## src/rtl/fetch_stage_if.sv

```systemverilog
// ---------------------------------------------------------------------------
// fetch_stage_if : memory port, redirect and decode-side signals of fetch_stage
// Revision: 1.0
// ---------------------------------------------------------------------------
`default_nettype none

interface fetch_stage_if;
  logic [15:0] mem_addr;
  logic [7:0]  mem_data;
  logic        pc_load_en;
  logic [15:0] pc_load_val;
  logic [31:0] instr;
  logic        instr_valid;
  logic [15:0] pc;
  logic        stall;

  modport master (
    output mem_addr,
    input  mem_data,
    input  pc_load_en,
    input  pc_load_val,
    output instr,
    output instr_valid,
    output pc,
    output stall
  );

  modport slave (
    input  mem_addr,
    output mem_data,
    output pc_load_en,
    output pc_load_val,
    input  instr,
    input  instr_valid,
    input  pc,
    input  stall
  );
endinterface

`default_nettype wire

```

## src/rtl/fetch_stage.sv

```systemverilog
// ---------------------------------------------------------------------------
// fetch_stage : byte-serial instruction fetch, assembles 2/3/4-byte words
// Revision: 1.0
// ---------------------------------------------------------------------------
`default_nettype none

module fetch_stage (
  input  wire logic     clk,
  input  wire logic     rst_n,
  fetch_stage_if.master bus
);

  localparam logic [2:0] S_W0   = 3'd0;
  localparam logic [2:0] S_W1   = 3'd1;
  localparam logic [2:0] S_W2   = 3'd2;
  localparam logic [2:0] S_W3   = 3'd3;
  localparam logic [2:0] S_DONE = 3'd4;

  localparam logic [2:0] C_LEN2 = 3'd2;
  localparam logic [2:0] C_LEN3 = 3'd3;
  localparam logic [2:0] C_LEN4 = 3'd4;

  logic [2:0]  state_q, state_d;
  logic [15:0] pc_q, pc_d;
  logic [31:0] instr_q, instr_d;
  logic [2:0]  len_q, len_d;

  // Instruction length in bytes, taken from the opcode byte alone.
  function automatic logic [2:0] len_of(input logic [7:0] op);
    logic [2:0] l;
    if (op <= 8'h25)      l = C_LEN3;
    else if (op <= 8'h2D) l = C_LEN2;
    else if (op <= 8'h31) l = C_LEN3;
    else if (op <= 8'h35) l = C_LEN2;
    else if (op <= 8'h3F) l = C_LEN4;
    else                  l = C_LEN2;
    return l;
  endfunction

  always_comb begin
    state_d = state_q;
    pc_d    = pc_q;
    instr_d = instr_q;
    len_d   = len_q;
    if (bus.pc_load_en) begin
      // Redirect discards any partial fetch but leaves instr untouched.
      pc_d    = bus.pc_load_val;
      state_d = S_W0;
    end else begin
      case (state_q)
        S_W0: begin
          instr_d = {bus.mem_data, 24'h0};
          len_d   = len_of(bus.mem_data);
          pc_d    = pc_q + 16'd1;
          state_d = S_W1;
        end
        S_W1: begin
          instr_d[23:16] = bus.mem_data;
          pc_d           = pc_q + 16'd1;
          state_d        = (len_q == C_LEN2) ? S_DONE : S_W2;
        end
        S_W2: begin
          instr_d[15:8] = bus.mem_data;
          pc_d          = pc_q + 16'd1;
          state_d       = (len_q == C_LEN3) ? S_DONE : S_W3;
        end
        S_W3: begin
          instr_d[7:0] = bus.mem_data;
          pc_d         = pc_q + 16'd1;
          state_d      = S_DONE;
        end
        S_DONE:  state_d = S_W0;
        default: state_d = S_W0;
      endcase
    end
  end

  always_ff @(posedge clk or negedge rst_n) begin
    if (!rst_n) begin
      state_q <= S_W0;
      pc_q    <= 16'h0000;
      instr_q <= 32'h0000_0000;
      len_q   <= C_LEN2;
    end else begin
      state_q <= state_d;
      pc_q    <= pc_d;
      instr_q <= instr_d;
      len_q   <= len_d;
    end
  end

  assign bus.mem_addr    = pc_q;
  assign bus.pc          = pc_q;
  assign bus.instr       = instr_q;
  assign bus.instr_valid = (state_q == S_DONE);
  assign bus.stall       = (state_q != S_DONE);

endmodule

`default_nettype wire

```

## src/flat_wrapper.sv

```systemverilog
// flat-port wrapper written by rule: the top's interface ports become plain ports
module fetch_stage_flat 
  (clk, rst_n, bus_mem_addr, bus_mem_data, bus_pc_load_en, bus_pc_load_val, bus_instr, bus_instr_valid, bus_pc, bus_stall);
  fetch_stage_if bus_i ();
  input  wire logic clk;
  input  wire logic rst_n;
  output wire logic [$bits(bus_i.mem_addr)-1:0] bus_mem_addr;
  input wire logic [$bits(bus_i.mem_data)-1:0] bus_mem_data;
  input wire logic [$bits(bus_i.pc_load_en)-1:0] bus_pc_load_en;
  input wire logic [$bits(bus_i.pc_load_val)-1:0] bus_pc_load_val;
  output wire logic [$bits(bus_i.instr)-1:0] bus_instr;
  output wire logic [$bits(bus_i.instr_valid)-1:0] bus_instr_valid;
  output wire logic [$bits(bus_i.pc)-1:0] bus_pc;
  output wire logic [$bits(bus_i.stall)-1:0] bus_stall;
  assign bus_mem_addr = bus_i.mem_addr;
  assign bus_i.mem_data = bus_mem_data;
  assign bus_i.pc_load_en = bus_pc_load_en;
  assign bus_i.pc_load_val = bus_pc_load_val;
  assign bus_instr = bus_i.instr;
  assign bus_instr_valid = bus_i.instr_valid;
  assign bus_pc = bus_i.pc;
  assign bus_stall = bus_i.stall;
  fetch_stage u_core (.clk(clk), .rst_n(rst_n), .bus(bus_i));
endmodule
```

## config.mk

```make
export PLATFORM = sky130hd
export DESIGN_NAME = fetch_stage_flat
export DESIGN_NICKNAME = d
export VERILOG_FILES = /design/src/rtl/fetch_stage_if.sv /design/src/rtl/fetch_stage.sv /design/src/flat_wrapper.sv
export SDC_FILE = /design/constraint.sdc
export NUM_CORES = 1
export LEC_CHECK = 0
export BUFFER_PORTS_ARGS = -buffer_cell sky130_fd_sc_hd__buf_2
export CORE_MARGIN = 2
export CORE_UTILIZATION = 25
export CTS_CLUSTER_DIAMETER = 50
export DETAILED_ROUTE_END_ITERATION = 8
export PLACE_DENSITY = 0.47
export SLEW_MARGIN = 20
export SYNTH_ARGS = -nofsm -noshare
export SYNTH_HDL_FRONTEND = slang
export SYNTH_SLANG_ARGS = --single-unit
```

## constraint.sdc

```tcl
create_clock -name clk -period 1.76 [get_ports clk]
set_clock_uncertainty 0.05 [all_clocks]
set_input_delay 0.352 -clock clk [delete_from_list [all_inputs] [get_ports clk]]
set_output_delay 0.352 -clock clk [all_outputs]
set_load 0.02 [all_outputs]
```

==> impl_metrics.csv <==
group,metric,value,unit
power_and_ir_drop,seq_power_share,0.443,
power_and_ir_drop,ir_worst_vdd,364.7,uV
place,post_dp_cell_area,0.003319,mm2
cts,cts_root_buffer,"clkbuf_8",
logic_synthesis,ys_async_sr_fraction,1.000,
power_and_ir_drop,power_frac_comb,0.336,
floorplanning,row_count,37,
critical_path,r2r_cells,4,
cts,htree_num_levels,2,
critical_path,cp-start-kind,"flop",
detailed_routing,dr.pass1.iters,4,
critical_path,cpPeakStageDelay,0.50,ns
critical_path,crit_start,"u_core.state_q[2]",
detailed_routing,routed_wl,7388,um
cells_and_area,area_growth,34.07,%
power_and_ir_drop,powerDensity,994.4,mW/mm2
sta,fin_crit,1.698,ns
critical_path,cp.required,1.94,ns
power_and_ir_drop,power_frac_clock,0.221,
global_routing,grt_pass1_vias,2330,
floorplanning,die_area,0.01120,mm2
detailed_routing,wire_per_inst,14.40,um
detailed_routing,drc,0,
detailed_routing,num_vias,2330,
detailed_routing,ant_nets,0,
detailed_routing,viasPerCell,4.542,
floorplanning,core-area,0.01018,mm2
critical_path,reg2reg_to,"u_core.bus.mem_addr[15]",
critical_path,cp_slowest_cell,"or4_4",
floorplanning,fp.dieH,105.8,um
critical_path,crit_family,"simple AND/OR/NAND/NOR gates",
critical_path,path_buf_inv,0,
critical_path,cp_max_fo,3,
logic_synthesis,syn_area,0.002592,mm2
cts,worstSkewPairLatency,0.31,ns
place,port_buffers,92,
critical_path,r2r_setup_slack,0.06,ns
critical_path,cp.arrival,1.88,ns
cells_and_area,num_antenna_cells,0,
sta,setup_viol,0,
logic_synthesis,synth_seq_cells,54,
floorplanning,start_util,0.2545,
logic_synthesis,synth-main-ff-cell,"dfrtp_1",
global_routing,antenna_found_initial,0,
cells_and_area,final_common_cell,"buf_2",
critical_path,worstReg2RegStart,"u_core.state_q[2]",
place,place.gp.congestion,0.7563,
sta,drv_slew,0,
floorplanning,io_pins,93,
critical_path,cp_num_cells,4,
sta,max_freq,0.5890,GHz
power_and_ir_drop,p_int,2.184,mW
critical_path,cp-endpoint,"u_core.bus.mem_addr[15]",
power_and_ir_drop,switching_share,0.3681,
detailed_routing,first_iter_violations,76,
sta,finalCritPeriodShare,0.9646,
logic_synthesis,syn-num-nets,298,
logic_synthesis,synth_edf_count,0,
logic_synthesis,yosysSeqAreaShare,0.5217,
global_routing,grt_pass1_wl,12140,um
cts,cts_inserted_buffers,5,
min_path,hold_path_class,"input port to flop",
critical_path,crit_path_end_kind,"flop",
sta,slew_headroom,0.6222,
place,dp_hpwl,5439,um
sta,hold_viol_final,0,
logic_synthesis,avgSynthCellArea,9.602,um2
cells_and_area,final_design_area_no_fill,0.003476,mm2
global_routing,track_usage,0.1370,
cts,cts_tree,"done",
global_routing,grt_overflow,0,
sta,hold_slack,0.1966,ns
critical_path,critical_path.cell_chain,"nand3b_1, or4_4, or3_1, a31oi_1",
cells_and_area,drive_gt1_frac,0.4058,
logic_synthesis,yosysWarnings,0,
flow_run,max_cap_viol_count,0,
power_and_ir_drop,leakagePower,1.773,nW
global_routing,grt_max_degree,30,
logic_synthesis,synthCells,270,
sta,tightest_slew,0.5629,ns
floorplanning,die_w,105.8,um
sta,setup_tns,0,ns
power_and_ir_drop,switchingPower,1.272,mW
cells_and_area,layout_common_cells,"buf_2, nand2_1, dfrtp_1, buf_4, a22o_1",
cts,clockBufferDepth,2,
cts,clkSlewWorstSetupHoldPaths,0.10,ns
critical_path,criticalPathCategory,"flop to flop",
sta,rsz0062_at_grt,"yes",
status,outcome,"finished clean",
cells_and_area,layout.nets,404,
cells_and_area,final_util,0.3413,
cts,clock-sinks,54,
logic_synthesis,ys_types,40,
area by class of cell:
type | count | area, um2
well taps | 136 | 170.2
inverters | 8 | 30.03
fillers | 1105 | 6709
clock buffers | 6 | 82.58
multi-input cells | 181 | 1076
clock inverters | 2 | 17.52
repair buffers | 126 | 734.5
flip-flops and latches | 54 | 1365
worst register-to-register path: stages, from the launching register on:
cell and delay [ns]:
dfrtp_1 0.40, nand3b_1 0.18, or4_4 0.50, or3_1 0.36, a31oi_1 0.13
synth_stat cells (all sizes together), types with 4 or more instances:
| library cell | count | area [um2] |
|---|---|---|
| nand2 | 62 | 232.7 |
| nand3 | 13 | 70.07 |
| a22o | 22 | 192.7 |
| buf | 16 | 120.1 |
| nor3 | 6 | 30.03 |
| clkbuf | 11 | 41.29 |
| nor2 | 14 | 52.55 |
| xor2 | 4 | 35.03 |
| inv | 8 | 30.03 |
| dfrtp | 53 | 1326 |
| o21ai | 16 | 80.07 |
| xnor2 | 9 | 78.83 |
logic make-up (layout without fill, tap and decap cells):
| logic type | after synthesis | in the layout | share of synthesized area |
|---|---|---|---|
| buf+inv | 35 | 142 | 0.07384 |
| compound gates | 50 | 50 | 0.1400 |
| simple gates | 114 | 114 | 0.2037 |
| mux | 2 | 2 | 0.008204 |
| fa+ha+maj | 2 | 2 | 0.008687 |
| flops | 54 | 54 | 0.5217 |
| xor+xnor | 13 | 13 | 0.04392 |
registers in the layout, indices dropped and copies added, names as in the netlist:
signal,cells
u_core.state_q,3
u_core.bus.mem_addr,16
u_core.bus.instr,32
u_core.len_q,3
routing by layer:
layer  track usage  up-vias  share of wire
met5             0        -              0
met2        0.2115       83           0.46
met4       0.03665        0         0.0069
met3       0.03092        4          0.063
met1        0.1931     1122           0.47
li1              -     1121              -
stage by stage:
stage | power (mW) | setup WS [ns] | std cells
global placement | 2.697 | 0.04448 | 502
floorplan | 2.249 | 0.003496 | 270
global route | 3.689 | -0.01738 | 513
finish | 3.456 | 0.06229 | 513
CTS | 3.483 | 0.01737 | 512
detailed placement | 2.700 | -0.005055 | 502
worst min path at each step:
stage / start / end / depth (start not counted)
4_1_cts: bus_pc_load_val[6] / u_core.bus.mem_addr[6] / 3
5_1_grt: bus_pc_load_val[2] / u_core.bus.mem_addr[2] / 3
6_report: bus_pc_load_val[7] / u_core.bus.mem_addr[7] / 3
2_1_floorplan: rst_n / u_core.bus.instr[0] / 0
3_5_place_dp: rst_n / u_core.bus.mem_addr[7] / 1
3_3_place_gp: rst_n / u_core.bus.mem_addr[7] / 1
timing repair:
item | in CTS | in global routing
pin swaps | 0 | 2
hold buffers | 1 | 0
resized for setup | 0 | 7
setup buffers | 1 | 0
setup endpoints to repair | 1 | 15
hold endpoints to repair | 16 | 0
gates cloned | 0 | 1
power by group through the flow:
stage	sequential [mW]	clock (mW)	combinational (mW)
after global placement	1.55	0	1.14
final	1.53	0.762	1.16
after CTS	1.54	0.794	1.15
after global routing	1.56	0.842	1.28
after detailed placement	1.55	0	1.15
after floorplan	1.76	0	0.489
Note: power is estimated with default switching activity, not from simulation.
